--- config.mk ---
export PLATFORM = sky130hd
export DESIGN_NAME = pulse_accumulator
export DESIGN_NICKNAME = d
export VERILOG_FILES = /design/src/rtl/pulse_accumulator_pkg.sv /design/src/rtl/pulse_accumulator_sat_adder.sv /design/src/rtl/pulse_accumulator.sv
export SDC_FILE = /design/constraint.sdc
export NUM_CORES = 1
export LEC_CHECK = 0
export ABC_AREA = 0
export CAP_MARGIN = 20
export CORE_MARGIN = 4
export CORE_UTILIZATION = 45
export CTS_CLUSTER_SIZE = 8
export DETAILED_ROUTE_END_ITERATION = 6
export GPL_ROUTABILITY_DRIVEN = 0
export PLACE_DENSITY_LB_ADDON = 0.15
export SYNTH_ARGS = -nofsm -noshare
export SYNTH_HDL_FRONTEND = slang
export SYNTH_SLANG_ARGS = --single-unit
--- constraint.sdc ---
create_clock -name clk -period 1.8 [get_ports clk]
set_input_delay 0.18 -clock clk [delete_from_list [all_inputs] [get_ports clk]]
set_output_delay 0.18 -clock clk [all_outputs]
set_load 0.005 [all_outputs]
--- src/rtl/pulse_accumulator_pkg.sv ---
// Shared definitions for the pulse accumulator: state encoding used by the
// FSM and by any display or test code that needs to decode the state.
package pulse_accumulator_pkg;

  localparam logic [2:0] ST_INIT     = 3'd0;
  localparam logic [2:0] ST_IDLE     = 3'd1;
  localparam logic [2:0] ST_ADD      = 3'd2;
  localparam logic [2:0] ST_WAIT_REL = 3'd3;
  localparam logic [2:0] ST_DONE     = 3'd4;

  typedef enum logic [2:0] {
    INIT     = ST_INIT,
    IDLE     = ST_IDLE,
    ADD      = ST_ADD,
    WAIT_REL = ST_WAIT_REL,
    DONE     = ST_DONE
  } state_t;

endpackage

--- src/rtl/pulse_accumulator_sat_adder.sv ---
// Combinational WIDTH-bit adder with carry out; optionally clamps the
// sum to all-ones when the addition overflows.
module sat_adder #(
  parameter int WIDTH = 8,
  parameter int SAT   = 1
) (
  input  logic [WIDTH-1:0] a,
  input  logic [WIDTH-1:0] b,
  output logic [WIDTH-1:0] sum,
  output logic             carry
);

  logic [WIDTH:0] full_sum;

  assign full_sum = {1'b0, a} + {1'b0, b};
  assign carry    = full_sum[WIDTH];

  generate
    if (SAT != 0) begin : g_sat
      assign sum = carry ? {WIDTH{1'b1}} : full_sum[WIDTH-1:0];
    end else begin : g_wrap
      assign sum = full_sum[WIDTH-1:0];
    end
  endgenerate

endmodule

--- src/rtl/pulse_accumulator.sv ---
// Press-driven accumulator: each debounced press of the active-low key adds
// `value` to the running total, up to MAX_ADDS accepted additions.
module pulse_accumulator
  import pulse_accumulator_pkg::*;
#(
  parameter int WIDTH    = 8,
  parameter int CNT_W    = 4,
  parameter int MAX_ADDS = 10,
  parameter int SAT      = 1
) (
  input  logic             clk,
  input  logic             rst,
  input  logic             x,
  input  logic [WIDTH-1:0] value,
  input  logic             clr,
  output logic [WIDTH-1:0] tot,
  output logic [CNT_W-1:0] count,
  output logic             ovf,
  output logic             done
);

  localparam logic [CNT_W-1:0] MAX_CNT = CNT_W'(MAX_ADDS);

  state_t           state_q;
  logic [1:0]       sync_q;
  logic [WIDTH-1:0] tot_q;
  logic [CNT_W-1:0] count_q;
  logic             ovf_q;
  logic             done_q;

  logic             x_s;
  logic [WIDTH-1:0] sum;
  logic             carry;
  logic [CNT_W-1:0] count_d;

  assign x_s     = sync_q[1];
  assign count_d = count_q + CNT_W'(1);

  sat_adder #(
    .WIDTH (WIDTH),
    .SAT   (SAT)
  ) u_sat_adder (
    .a     (tot_q),
    .b     (value),
    .sum   (sum),
    .carry (carry)
  );

  always_ff @(posedge clk or negedge rst) begin
    if (!rst) begin
      sync_q  <= 2'b11;
      state_q <= INIT;
      tot_q   <= '0;
      count_q <= '0;
      ovf_q   <= 1'b0;
      done_q  <= 1'b0;
    end else begin
      sync_q <= {sync_q[0], x};
      // Clear lands in WAIT_REL so a key still held down is not re-counted.
      if (clr) begin
        tot_q   <= '0;
        count_q <= '0;
        ovf_q   <= 1'b0;
        done_q  <= 1'b0;
        state_q <= WAIT_REL;
      end else begin
        case (state_q)
          INIT: begin
            tot_q   <= '0;
            count_q <= '0;
            ovf_q   <= 1'b0;
            done_q  <= 1'b0;
            state_q <= IDLE;
          end
          IDLE: begin
            if (!x_s) state_q <= ADD;
          end
          ADD: begin
            tot_q   <= sum;
            ovf_q   <= ovf_q | carry;
            count_q <= count_d;
            if (count_d == MAX_CNT) begin
              state_q <= DONE;
              done_q  <= 1'b1;
            end else begin
              state_q <= WAIT_REL;
            end
          end
          WAIT_REL: begin
            if (x_s) state_q <= IDLE;
          end
          DONE: begin
            state_q <= DONE;
          end
          default: state_q <= INIT;
        endcase
      end
    end
  end

  assign tot   = tot_q;
  assign count = count_q;
  assign ovf   = ovf_q;
  assign done  = done_q;

endmodule
==> run summary, run 1 <==
CP cell instances - ha_4 -> fa_2 -> nand3_2 -> a21oi_2 -> o221ai_4 -> o211ai_1 -> a211o_1
Leakage - 0.000842 uW
Fmax - 0.545 GHz
Final cell count without fillers - 213
Crit start category - register
Clk slew on worst S/H paths - 110 ps
DR iter-0 viols - 42
Synthesized cell area - 1240 um2
NetSw - 240 uW
DRT antenna net count - 0
Clock Skew - 2.59 ps
CTS tree - yes
Critical Path AT - 2050 ps
Synth async-reset ratio - 100%
Finish-stage setup viols - 2
Min Tclk post-route - 1840 ps
Total GRT Usage - 20.5%
Gr ovfl total - 0
First-pass GRT wire length - 5620 um
Syn_area_per_cell - 9.67 um2
Top post-synthesis cells by area - dfrtp_1 (34%), ha_1 (10%), nand2_1 (4.9%)
Seq/Total Area, Yosys - 38.6%
Final wirelength - 3330 um
Yosys top cell area share - 34.4%
Pwr Density - 467 nW/um2
Required @ worst endpoint - 2010 ps
CTS HTree Levels - 1
Inserted Diodes - 0
Status - finished with violations
Main synth FF type - dfrtp_1
Clock latency on the worst-skew pair - 310 ps
Clk buf depth - 2
Post-Syn Nets - 151
Die height - 60.4 um
Failing checks - setup timing
Max-cap violations - 0
Post-route setup slack - -35.7 ps
Vias in the first global route - 1275
Unrepaired setup endpoints after global routing - yes
Final hold vios - 0
Share of cells above drive strength 1 - 29.5%
Max FO, Critical Path - 4
Worst rel slew slack - 69.8%
DR WL/cell - 15.6 um
Max Slew Vio Count - 0
I/O Buffers - 25
Slew @ Worst Pin - 453 ps
Detailed Place HPWL - 2360 um
Post-synth top area cell - dfrtp_1
Final Cycle Share - 102%
Root Buffer - clkbuf_4
Post-route DRC violation count - 0
Max incr delay on CP - 430 ps
Worst Hold Slack - 184 ps
DR pass1 iterations - 4
Synthesized flop and latch total - 19
Number of I/O pins - 26
Cts bufs inserted - 3
Initial Util - 48.6%
CTS sink cnt - 19
FP Rows - 18
Via count - 1206
Area Overhead vs Synth - 49.4%
Placed Cells - 203
Die area - 3650 um2
EDFF count, synth - 0
Post-CTS Hold Buffers - 0
Setup crit end kind - register
Clock share of power - 26.9%
Commonest non-fill, non-tap cell in the layout - buf_4
Warning count from the yosys run - 0
Pwr Total - 864 uW
Largest net degree at the start of global routing - 20
CORE AREA - 2540 um2
Sw frac - 27.7%
Vias per inst - 5.66
Most frequent cells in the layout - buf_4 (31), clkdlybuf4s50_1 (25), dfrtp_1 (16)
Crit Path Category - register to register
Antenna violations before repair - 0
Crit-path slowest cell - dfrtp_1
Post-Syn Instances - 128
Pint - 624 uW
Util after Layout - 72.7%
Hold crit path type - input pin to async pin
Logic gate share of total power - 21.2%
DP Worst Slack - -343 ps
Final net count - 207
Number of distinct library cells after synthesis - 41
Flop pwr share - 51.9%
Die X - 60.4 um
Peak supply drop - 391 uV
## repair_timing
item	in CTS	in global routing
buffers inserted	6	1
setup endpoints to repair	6	8
pin swaps	4	6
cloned	0	0
gates resized for setup	11	5
## layer usage
layer / track usage [%] / part of all wire [%]
met3: 5.11 / 5.9
met5: 0 / 0
met1: 25.7 / 43
met2: 34.0 / 50
met4: 8.36 / 1.9
## sequential cells by signal (all words and copies together), names as in the netlist
| name | count |
|---|---|
| count | 4 |
| done | 1 |
| sync_q | 2 |
| state_q | 3 |
| tot | 8 |
| ovf | 1 |
## worst max-delay path: cells and delay by family, from the launching register on
family | cells | cell delay (ps)
and+or+nand+nor | 1 | 110
adders and majority gates | 2 | 520
AOI/OAI and AO/OA | 4 | 680
DFF | 1 | 430
## stage by stage
step                      area, um2  setup TNS, ps
after floorplan                1240           -277
after global placement         1690          -2180
after detailed placement       1690          -2350
after CTS                      1830           -101
after global routing           1850           -249
final                          1850          -67.2
## power groups by stage
stage / sequential [uW] / clock, uW / combinational [uW]
2_1_floorplan: 454 / 0 / 77.4
3_3_place_gp: 454 / 0 / 160
3_5_place_dp: 455 / 0 / 164
4_1_cts: 448 / 230 / 181
5_1_grt: 450 / 252 / 202
6_report: 448 / 232 / 184
## cell families after synthesis
kind of cell	synth area share [%]
DFF	38.6
buffers and inverters	3.54
AOI/OAI and AO/OA	20.5
adders and majority gates	11.7
xor gates and xnor gates	2.12
muxes	2.53
and+or+nand+nor	20.9
## cell type report
class                           instances  area [um2]
Inverter                                3        11.3
Sequential cell                        19         479
Fill cell                             189         696
Multi-Input combinational cell        100         801
Tap cell                               30        37.5
Timing Repair Buffer                   57         494
Clock buffer                            4        26.3
## cell usage after synthesis, types with 2 or more instances
library cell / number
dfrtp_1: 17
nand2_1: 16
ha_1: 10
nor2_1: 9
o21ai_0: 9
a21oi_1: 5
a22oi_1: 5
nor3_1: 5
a211o_1: 3
clkbuf_1: 3
inv_1: 3
nand2b_1: 3
nand3_1: 3
o211ai_1: 3
a211oi_1: 2
a21o_1: 2
buf_2: 2
dfstp_2: 2
mux2i_1: 2
nor3b_1: 2
xor2_1: 2
## worst paths after layout
kind                       startpoint        end  slack, ps  depth (start not counted)
max in group asynchronous         rst  sync_q[0]       1350                          2
min in group clk                    x  sync_q[0]        250                          1
max                            tot[0]     tot[7]        -40                          7
min reg2reg                 sync_q[0]  sync_q[1]        360                          0
min                               rst   count[2]        180                          2
max reg2reg                    tot[0]     tot[7]        -40                          7
Power figures use the tool's default switching activity.
==> run 2, diff against run 1 <==
--- a/config.mk
+++ b/config.mk
@@ -7,8 +7,10 @@
 export LEC_CHECK = 0
 export ABC_AREA = 0
 export CAP_MARGIN = 20
+export CELL_PAD_IN_SITES_DETAIL_PLACEMENT = 0
+export CELL_PAD_IN_SITES_GLOBAL_PLACEMENT = 1
 export CORE_MARGIN = 4
-export CORE_UTILIZATION = 45
+export CORE_UTILIZATION = 34
 export CTS_CLUSTER_SIZE = 8
 export DETAILED_ROUTE_END_ITERATION = 6
 export GPL_ROUTABILITY_DRIVEN = 0
==> run summary, run 2 (synthesis results as in run 1) <==
CTS sink cnt - 19
M1 WL - 1590 um
First-pass GRT wire length - 5480 um
Setup TNS - -152 ps
Post-route setup slack - -76.2 ps
Detailed Place HPWL - 2400 um
Die area - 4670 um2
Slew @ Worst Pin - 350 ps
Critical Path AT - 2070 ps
CORE AREA - 3420 um2
Final hold vios - 0
Required @ worst endpoint - 1990 ps
Die X - 68.3 um
Clock Skew - 4.72 ps
Routed met3 length - 109 um
Inserted Diodes - 0
Max FO, Critical Path - 4
Die height - 68.3 um
CTS tree - yes
Vias in the first global route - 1189
CP startpoint - tot[0]
Most frequent cells in the layout - buf_4 (32), clkdlybuf4s50_1 (25), dfrtp_1 (16)
Max Used Layer - met4
Status - finished with violations
Pwr Density - 457 nW/um2
CP cell instances - ha_2 -> fa_2 -> nand3_4 -> a21oi_4 -> o221ai_4 -> nand2_1 -> or3_1
Largest register FFs - 8
Clock latency on the worst-skew pair - 300 ps
Final Cycle Share - 104%
Worst rel slew slack - 76.5%
Number of I/O pins - 26
Share of cells above drive strength 1 - 31.7%
Vias per inst - 5.00
Filler instances - 327
Crit start category - register
Commonest non-fill, non-tap cell in the layout - buf_4
DR pass1 iterations - 6
R2r startpoint - tot[0]
DRT antenna net count - 0
DR WL/cell - 14.0 um
Max Slew Vio Count - 0
Max incr delay on CP - 410 ps
Crit-path slowest cell - dfrtp_1
DR iter-0 viols - 70
Fmax - 0.533 GHz
Initial Util - 36.2%
Leakage - 0.000855 uW
Max-cap violations - 0
Total GRT Usage - 15.5%
Clk buf depth - 2
Unrepaired setup endpoints after global routing - yes
Cts bufs inserted - 3
I/O Buffers - 25
FP Rows - 21
Peak supply drop - 331 uV
DP Worst Slack - -373 ps
Root Buffer - clkbuf_4
Setup crit end kind - register
Gr ovfl total - 0
Clk slew on worst S/H paths - 130 ps
Hold crit path type - input pin to async pin
Via count - 1161
Critical path's top delay family - adder cells
Largest net degree at the start of global routing - 20
CTS HTree Levels - 1
Min Tclk post-route - 1880 ps
Pwr Total - 866 uW
Finish-stage setup viols - 4
Met2 wire length - 1530 um
Crit Path Category - register to register
Final wirelength - 3250 um
Buf+Inv Stages, Crit Path - 0
Area Overhead vs Synth - 53.2%
Post-route DRC violation count - 0
Failing checks - setup timing
Final net count - 210
Antenna violations before repair - 0
[run 2: cell count changes in the layout (fill, tap and decap cells not counted), sizes merged]
cell      previous run  this run
clkinvlp             0         1
clkbuf               4         3
buf                 32        35
[run 2: power breakdown]
part           switching, uW  total (uW)  internal [uW]
combinational           83.2         183           99.9
sequential              9.01         447            438
clock                    150         235           84.6
total                    243         866            623
[run 2: timing repair]
item / in CTS / in global routing
gates resized for setup: 6 / 16
pin swaps: 7 / 6
hold buffers: 0 / 0
buffers inserted: 1 / 3
setup endpoints to repair: 9 / 10
[run 2: final timing paths]
path,endpoint,slack [ps],cells after the start
worst max-delay path,tot[5],-80,7
max in group asynchronous,sync_q[0],1340,2
min in group clk,sync_q[0],260,1
worst min register to register,sync_q[1],360,0
worst min-delay path,state_q[2],190,2
worst max register to register,tot[5],-80,7
[run 2: area by class of cell]
class                   instances  area (um2)  area share, %
inverters                       3        11.3          0.594
flip-flops and latches         19         479           25.3
repair buffers                 60         524           27.7
well taps                      46        57.6           3.04
clock buffers                   3        22.5           1.19
multi-input cells             100         793           41.8
clock inverters                 1        7.51          0.396
[run 2: worst reg2reg max path, delay by kind of cell, from the launching register on]
family,cells,cell delay [ps]
fa+ha+maj,2,570
simple gates,3,490
flops,1,410
compound gates,2,300
[run 2: per-layer routing]
metal / GRT usage (%) / up-vias
met3: 2.63 / 2
li1: - / 590
met4: 5.46 / 0
met2: 24.9 / 17
met1: 20.8 / 552
met5: 0 / -
[run 2: stage by stage]
| stage | std cells | util, % | hold WS [ps] | cell area, um2 |
|---|---|---|---|---|
| after floorplan | 128 | - | -116 | 1240 |
| after global placement | 224 | 51.2 | 346 | 1750 |
| after detailed placement | 224 | 51.2 | 347 | 1750 |
| after CTS | 229 | 52.9 | 187 | 1810 |
| after global routing | 232 | 55.5 | 195 | 1900 |
| final | 232 | 55.5 | 192 | 1900 |
==> run 3, diff against run 2 <==
--- a/config.mk
+++ b/config.mk
@@ -9,7 +9,6 @@
 export CAP_MARGIN = 20
 export CELL_PAD_IN_SITES_DETAIL_PLACEMENT = 0
 export CELL_PAD_IN_SITES_GLOBAL_PLACEMENT = 1
-export CORE_MARGIN = 4
 export CORE_UTILIZATION = 34
 export CTS_CLUSTER_SIZE = 8
 export DETAILED_ROUTE_END_ITERATION = 6
==> run summary, run 3 (synthesis results as in run 1) <==
DR pass1 iterations - 4
Slew @ Worst Pin - 338 ps
Setup crit end kind - register
Final hold vios - 0
Critical Path AT - 2020 ps
Fmax - 0.549 GHz
First-pass GRT wire length - 5510 um
CTS HTree Levels - 1
Max-cap violations - 0
Post-route DRC violation count - 0
CORE AREA - 3420 um2
Leakage - 0.000856 uW
Final Cycle Share - 101%
Clock Skew - 2.27 ps
Inserted Diodes - 0
Crit Path Category - register to register
Crit start category - register
Worst rel slew slack - 77.3%
CTS sink cnt - 19
Final wirelength - 3130 um
Area Overhead vs Synth - 53.4%
Util after Layout - 55.6%
DR iter-0 viols - 27
Post-route setup slack - -21.9 ps
Initial Util - 36.2%
Clk slew on worst S/H paths - 130 ps
Via count - 1178
Max Slew Vio Count - 0
Detailed Place HPWL - 2300 um
Vias per inst - 5.03
Share of cells above drive strength 1 - 33.0%
Final Cell Area - 1900 um2
Most frequent cells in the layout - buf_4 (36), clkdlybuf4s50_1 (25), nand2_1 (15), dfrtp_1 (15), nor2_1 (9)
Final net count - 212
Finish-stage setup viols - 2
Failing checks - setup timing
Die height - 62.3 um
Die X - 62.3 um
Commonest non-fill, non-tap cell in the layout - buf_4
Hold crit path type - input pin to async pin
Number of I/O pins - 26
Gr ovfl total - 0
FP Rows - 21
DRT antenna net count - 0
I/O Buffers - 25
CTS tree - yes
Clock latency on the worst-skew pair - 310 ps
Cts bufs inserted - 3
Die area - 3890 um2
Placed Cells - 224
Pwr Density - 458 nW/um2
DR WL/cell - 13.4 um
Peak supply drop - 266 uV
Required @ worst endpoint - 2000 ps
Largest register FFs - 8
Root Buffer - clkbuf_4
Max FO, Critical Path - 4
Total GRT Usage - 17.7%
Largest net degree at the start of global routing - 20
Vias in the first global route - 1192
Status - finished with violations
Min Tclk post-route - 1820 ps
Final cell count without fillers - 234
Post-Place Cell Area - 1750 um2
Antenna violations before repair - 0
Clk buf depth - 2
Unrepaired setup endpoints after global routing - yes
-- run 3: cell types whose count changed in the layout (fill, tap and decap cells not counted), moves of 2 or more --
cell,change
nand2_2,-3
buf_6,-2
nand2_1,+3
buf_4,+4
-- run 3: cell type report --
cell class,instances,area (um2)
multi-input combinational,100,787
clock buffer,3,22.5
inverter,3,11.3
timing repair buffer,62,532
tap,46,57.6
clock inverter,1,7.51
fill,334,1520
sequential,19,480
-- run 3: timing repair --
action / 4_1_cts / 5_1_grt
gates resized for setup: 9 / 8
setup buffers: 3 / 3
pin swaps: 3 / 2
setup endpoints to repair: 5 / 7
hold buffers: 0 / 0
gates cloned: 0 / 0
-- run 3: per-layer routing --
layer / share of wire [%] / vias up / routed length [um] / global-route usage, %
met3: 2.8 / 4 / 88 / 2.57
met1: 48 / 560 / 1510 / 24.2
met4: 1.3 / 0 / 42 / 7.56
li1: - / 593 / - / -
met2: 48 / 21 / 1490 / 27.9
met5: 0 / - / 0 / 0
-- run 3: worst paths after layout --
kind                                start         to  slack (ps)  cells after the start
worst min register to register  sync_q[0]  sync_q[1]         370                      0
min in group clk                        x  sync_q[0]         260                      1
worst max-delay path               tot[0]     tot[5]         -20                      7
worst max register to register     tot[0]     tot[5]         -20                      7
max in group asynchronous             rst  sync_q[0]        1320                      2
worst min-delay path                  rst     tot[5]         200                      2
-- run 3: where the power goes --
part	total, uW	internal [uW]	switching (uW)
Clock	239	84.6	155
Combinational	182	101	81.7
Sequential	448	439	9.22
Total	869	624	245
-- run 3: metrics by stage --
| stage | hold slack (ps) | total power (uW) | worst slack [ps] | setup TNS [ps] |
|---|---|---|---|---|
| final | 205 | 869 | -21.9 | -39.3 |
| after floorplan | -116 | 532 | -146 | -277 |
| after CTS | 198 | 882 | -45.8 | -73.3 |
| after detailed placement | 348 | 625 | -337 | -2210 |
| after global routing | 208 | 930 | -126 | -528 |
| after global placement | 346 | 622 | -371 | -2370 |
-- run 3: worst max-delay path: stages, from the launching register on --
cell and delay [ps]:
dfrtp_1 410, ha_2 180, fa_2 350, nand3_2 110, a21oi_2 80, o221ai_4 210, nand2_1 70, or3_1 310
